$ cat src/rtl/mips_isa_pkg.sv
// MIPS ISA constants and request op codes shared by the encoder and decode paths.
// Latency: n/a (types, constants and a helper function only).
// Backpressure: n/a.
package mips_isa_pkg;

  // Symbolic request op; encodings 10..15 are illegal.
  typedef enum logic [3:0] {
    OP_ADD  = 4'd0,
    OP_SUB  = 4'd1,
    OP_AND  = 4'd2,
    OP_OR   = 4'd3,
    OP_SLT  = 4'd4,
    OP_LW   = 4'd5,
    OP_SW   = 4'd6,
    OP_BEQ  = 4'd7,
    OP_ADDI = 4'd8,
    OP_J    = 4'd9
  } op_e;

  // Primary opcodes (instr[31:26]).
  localparam logic [5:0] OPC_RTYPE = 6'h00;
  localparam logic [5:0] OPC_J     = 6'h02;
  localparam logic [5:0] OPC_BEQ   = 6'h04;
  localparam logic [5:0] OPC_ADDI  = 6'h08;
  localparam logic [5:0] OPC_LW    = 6'h23;
  localparam logic [5:0] OPC_SW    = 6'h2B;

  // R-type function codes (instr[5:0]).
  localparam logic [5:0] FN_ADD = 6'h20;
  localparam logic [5:0] FN_SUB = 6'h22;
  localparam logic [5:0] FN_AND = 6'h24;
  localparam logic [5:0] FN_OR  = 6'h25;
  localparam logic [5:0] FN_SLT = 6'h2A;

  // True when a 32-bit two's complement value is representable in 16 signed bits.
  function automatic logic fits_s16(input logic [31:0] v);
    return (v[31:15] == 17'h00000) || (v[31:15] == 17'h1FFFF);
  endfunction

endpackage

$ cat src/rtl/instr_field_pack.sv
// Packs one symbolic request (op, registers, immediate, pc) into a MIPS word; range checks under INSTR_ENC_CHECK_EN.
// Latency: purely combinational.
// Backpressure: none; the caller decides whether the word is written.
module instr_field_pack
  import mips_isa_pkg::*;
(
  input  logic [3:0]  op,
  input  logic [4:0]  rs,
  input  logic [4:0]  rt,
  input  logic [4:0]  rd,
  input  logic [31:0] imm,
  input  logic [31:0] pc,
  output logic [31:0] word,
  output logic        illegal,
  output logic        range_fail
);

`ifdef INSTR_ENC_CHECK_EN
  localparam logic CHECK_EN = 1'b1;
`else
  localparam logic CHECK_EN = 1'b0;
`endif

  logic [31:0] pc4;
  logic [31:0] delta;
  logic [31:0] off;
  logic        chk;

  // Branch offsets are relative to the delay-slot address, in words.
  assign pc4   = pc + 32'd4;
  assign delta = imm - pc4;
  assign off   = 32'($signed(delta) >>> 2);

  // Field packing plus the range condition each format would violate.
  always_comb begin
    word    = 32'h0000_0000;
    illegal = 1'b0;
    chk     = 1'b0;
    case (op_e'(op))
      OP_ADD:  word = {OPC_RTYPE, rs, rt, rd, 5'd0, FN_ADD};
      OP_SUB:  word = {OPC_RTYPE, rs, rt, rd, 5'd0, FN_SUB};
      OP_AND:  word = {OPC_RTYPE, rs, rt, rd, 5'd0, FN_AND};
      OP_OR:   word = {OPC_RTYPE, rs, rt, rd, 5'd0, FN_OR};
      OP_SLT:  word = {OPC_RTYPE, rs, rt, rd, 5'd0, FN_SLT};
      OP_LW: begin
        word = {OPC_LW, rs, rt, imm[15:0]};
        chk  = !fits_s16(imm);
      end
      OP_SW: begin
        word = {OPC_SW, rs, rt, imm[15:0]};
        chk  = !fits_s16(imm);
      end
      OP_ADDI: begin
        word = {OPC_ADDI, rs, rt, imm[15:0]};
        chk  = !fits_s16(imm);
      end
      OP_BEQ: begin
        word = {OPC_BEQ, rs, rt, off[15:0]};
        chk  = !fits_s16(off);
      end
      OP_J: begin
        word = {OPC_J, imm[27:2]};
        chk  = (imm[1:0] != 2'b00) || (imm[31:28] != pc4[31:28]);
      end
      default: illegal = 1'b1;  // NOP word, flagged to the caller
    endcase
  end

  // With checks compiled out, fields are silently truncated.
  assign range_fail = CHECK_EN & chk;

endmodule

$ cat src/rtl/instr_encoder.sv
// Sequential MIPS encoder: packs accepted requests and writes them to consecutive imem words (INSTR_ENC_CHECK_EN adds range checks).
// Latency: handshake in cycle N gives imem_we/addr/data and done in cycle N+1; one request per cycle.
// Backpressure: in_ready = RUN && !start, combinational from state and start only.
module instr_encoder
  import mips_isa_pkg::*;
#(
  parameter int          ADDR_W    = 6,
  parameter logic [31:0] BASE_ADDR = 32'h0000_0000
) (
  input  logic              clk,
  input  logic              reset,
  input  logic              start,
  input  logic              in_valid,
  output logic              in_ready,
  input  logic [3:0]        in_op,
  input  logic [4:0]        in_rs,
  input  logic [4:0]        in_rt,
  input  logic [4:0]        in_rd,
  input  logic [31:0]       in_imm,
  input  logic              in_last,
  output logic              imem_we,
  output logic [ADDR_W-1:0] imem_waddr,
  output logic [31:0]       imem_wdata,
  output logic              busy,
  output logic              done,
  output logic [ADDR_W:0]   count,
  output logic              err
);

  typedef enum logic {
    S_IDLE = 1'b0,
    S_RUN  = 1'b1
  } state_e;

  localparam logic [ADDR_W-1:0] LAST_ADDR = '1;

  state_e            state, state_nxt;
  logic [ADDR_W-1:0] addr;
  logic [31:0]       pc;
  logic [31:0]       word;
  logic              illegal;
  logic              range_fail;
  logic              acc;
  logic              wr;
  logic              sess_end;
  logic              set_err;

  assign pc   = BASE_ADDR + (32'(addr) << 2);
  assign busy = (state == S_RUN);

  instr_field_pack u_pack (
    .op         (in_op),
    .rs         (in_rs),
    .rt         (in_rt),
    .rd         (in_rd),
    .imm        (in_imm),
    .pc         (pc),
    .word       (word),
    .illegal    (illegal),
    .range_fail (range_fail)
  );

  // State register.
  always_ff @(posedge clk) begin
    if (reset) state <= S_IDLE;
    else       state <= state_nxt;
  end

  // Next state, handshake, write decision, session end and error sources.
  always_comb begin
    state_nxt = state;
    in_ready  = 1'b0;
    acc       = 1'b0;
    wr        = 1'b0;
    sess_end  = 1'b0;
    set_err   = 1'b0;
    case (state)
      S_IDLE: begin
        if (start) state_nxt = S_RUN;
      end
      S_RUN: begin
        in_ready = !start;
        acc      = in_valid && !start;
        // A range-failed request is consumed but never reaches imem.
        wr       = acc && !range_fail;
        // The last word ends the session even without in_last: no wrap.
        sess_end = acc && (in_last || (wr && addr == LAST_ADDR));
        set_err  = (acc && range_fail) || (wr && illegal) ||
                   (wr && addr == LAST_ADDR && !in_last);
        if (sess_end) state_nxt = S_IDLE;
      end
      default: state_nxt = S_IDLE;
    endcase
  end

  // Address/count counters, sticky error and registered imem outputs.
  always_ff @(posedge clk) begin
    if (reset) begin
      addr       <= '0;
      count      <= '0;
      err        <= 1'b0;
      imem_we    <= 1'b0;
      imem_waddr <= '0;
      imem_wdata <= 32'h0000_0000;
      done       <= 1'b0;
    end else begin
      imem_we <= wr;
      done    <= sess_end;
      if (wr) begin
        imem_waddr <= addr;
        imem_wdata <= word;
      end
      if (start) begin
        addr  <= '0;
        count <= '0;
        err   <= 1'b0;
      end else begin
        if (wr) begin
          addr  <= addr + ADDR_W'(1);
          count <= count + (ADDR_W+1)'(1);
        end
        if (set_err) err <= 1'b1;
      end
    end
  end

endmodule

$ cat config.mk
export PLATFORM = sky130hd
export DESIGN_NAME = instr_encoder
export DESIGN_NICKNAME = d
export VERILOG_FILES = /design/src/rtl/mips_isa_pkg.sv /design/src/rtl/instr_field_pack.sv /design/src/rtl/instr_encoder.sv
export SDC_FILE = /design/constraint.sdc
export NUM_CORES = 1
export LEC_CHECK = 0
export ABC_AREA = 0
export CAP_MARGIN = 20
export CORE_UTILIZATION = 40
export CTS_CLUSTER_DIAMETER = 100
export DETAILED_ROUTE_END_ITERATION = 10
export DONT_BUFFER_PORTS = 1
export PLACE_DENSITY_LB_ADDON = 0.1
export SLEW_MARGIN = 20
export SYNTH_ARGS = -nofsm -noshare
export SYNTH_HDL_FRONTEND = slang
export SYNTH_SLANG_ARGS = --single-unit
$ cat constraint.sdc
create_clock -name clk -period 3.3 [get_ports clk]
set_input_delay 0.66 -clock clk [delete_from_list [all_inputs] [get_ports clk]]
set_output_delay 0.66 -clock clk [all_outputs]
set_load 0.02 [all_outputs]
==> metrics <==
outcome finished, final reports clean; maximum achievable frequency 335 MHz; layout cell share with drive strength beyond 1 a little under 7%; antenna violations before repair 0; Min-Delay Path Class in2reg; crit-path max FO 6; Die Wd slightly above 90 um; Port Buf Inserts 0; commonest non-fill, non-tap cell in the layout nor2_1; Worst-Margin Slew 1060 ps; largest net degree at the start of global routing 42; Tcrit/Tclk final 90.6%; core area 7410 um^2; RD Place Congestion 0.824; IR drop worst, VDD approximately 0.16 mV; Post-DRT Antenna Nets 0; post-CTS setup buffers 0; mean area per synthesized cell 8.00 um^2; TNS Setup 0 ps; Starting Density 42.4%; Die ar. 8220 um^2; minimum clock period 2990 ps; crit end category register; clock root cell clkbuf_8; synth top area cells dfxtp_1 (34%), nor2_1 (6.4%), a21oi_1 (5.7%), nand2_1 (4.8%), xnor2_1 (4.2%); number of synthesized flops with an enable pin 0; Unique masters post-synth 58; diode count 0; Setup Skew between 15 and 20 ps; Fin. Hold Viols 0; Rows 31; post-synthesis sequential area ratio 33.8%; Area Growth Syn to Fin 3.11%; nets@finish between 400 and 500; total global-route track usage 21.2%; TritonCTS Buffers 5; Mapped Area 3140 um^2; worst path required time 3510 ps; clk_lat worst skew 320 ps; detailed-route wire length 8.60 mm; Async SR Flop Fraction 0%; CTS tree yes; Synth Register Bits 53; arrival time worst endpoint approximately 3200 ps; hold_buf cts 0; Die Ht about 91 um; cts repair resizes 0; DRC Markers 0; Avg WL per Cell ~18 um; fill count 768; I/O Pins around 110; Setup WS post-layout 312 ps; hpwl dp 6.11 mm; routed via count 2,908; Slew Viols, Final 0; initial DRC count between 200 and 250; largest area contributor in the netlist dfxtp_1; share of the synthesized area in the top cell type 33.8%; Max Cap Viol 0; Startpoint Class register; Max Buffers Root-to-Sink 2; gr ovfl total 0; vias per cell about 6; vias in the first global route 2,780; TritonRoute pass-1 iters 7; RSZ-0062 raised after global routing no; dpl ws 308 ps; leak pwr 1.05 nW; Syn Nets 456; first-pass GRT wire length 14.1 mm; Ys Warns 0; commonest non-fill, non-tap cells in the layout nor2_1 (54), dfxtp_1 (53), nand2_1 (40); Hold WS 406 ps; final setup fails 0; Worst Setup Path Type reg2reg; H-tree Lvls 2; Cell Pwr Density 372 nW/um^2; Rel. slew slack 29.4%; clk slew on worst S/H paths 110 ps; clk sinks 53; Synth Flop Type dfxtp_1; Syn Inst Count 393
cells by family after synthesis:
logic type,after synthesis,share of synthesized area (%)
compound gates,119,26.1
xor+xnor,25,7.84
fa+ha+maj,7,3.03
flops,53,33.8
buf+inv,41,6.69
simple gates,146,22.2
mux,1,0.318
other cells,1,0.119
worst paths after layout:
path,startpoint,to,slack [ps],cells after the start
min,reset,imem_waddr[5]$_SDFFE_PP0P_,410,1
max,addr[0]$_SDFFE_PP0P_,imem_wdata[15]$_SDFFE_PP0P_,310,11
max reg2reg,addr[0]$_SDFFE_PP0P_,imem_wdata[15]$_SDFFE_PP0P_,310,11
min reg2reg,addr[1]$_SDFFE_PP0P_,imem_waddr[1]$_SDFFE_PP0P_,500,2
layer usage:
metal  wire length [um]  part of all wire, %  GRT usage (%)  up-vias
li1                   -                    -              -     1403
met1               3730                   43           28.1     1368
met2               3960                   46           33.9      131
met3                848                  9.9           6.14        6
met4                 61                 0.71           4.97        0
met5                  0                    0              0        -
synth_stat cells, drive strengths merged, types with 6 or more instances:
master,count
nor2b,6
buf,9
clkbuf,18
nand2,40
nor2,54
a221oi,14
o21ai,19
xor2,8
ha,6
nand3,8
a222oi,7
inv,13
dfxtp,53
xnor2,15
a21oi,36
o22ai,10
nor3,16
metrics by stage:
| step | utilization [%] | instance area (um^2) | total power [W] | std cells |
|---|---|---|---|---|
| 2_1_floorplan | - | 3140 | 0.000825 | 393 |
| 3_3_place_gp | 42.6 | 3150 | 0.000835 | 471 |
| 3_5_place_dp | 42.6 | 3150 | 0.000837 | 471 |
| 4_1_cts | 43.7 | 3240 | 0.00122 | 479 |
| 5_1_grt | 43.7 | 3240 | 0.00126 | 479 |
| 6_report | 43.7 | 3240 | 0.00121 | 479 |
report_power, final:
group	total (W)	leakage, nW	internal [W]	switching (W)
Sequential	0.000676	0.429	0.000652	0.0000244
Clock	0.000383	0.0456	0.000152	0.000231
Combinational	0.000147	0.578	0.0000609	0.0000861
critical path, stage by stage (launching register included):
cell and delay (ps):
dfxtp_1 410, ha_1 230, and3_4 220, and3_1 210, inv_1 80, ha_1 240
or4_4 470, or3_4 360, nor3_2 140, nor4b_2 280, xnor2_1 160, o22ai_1 100
area by class of cell:
cell class,instances,area [um^2],share of cell area (%)
clock buffers,6,72.6,2.24
clock inverters,2,13.8,0.425
inverters,14,52.6,1.62
multi-input cells,299,1870,57.8
flip-flops and latches,53,1060,32.7
well taps,99,124,3.82
repair buffers,6,45.0,1.39
sequential cells by signal, indices dropped and copies added, names as in the netlist:
register,flops
imem_we,1
done,1
addr,6
imem_waddr,6
err,1
busy,1
count,7
imem_wdata,30
(Power assumes the default switching activity.)
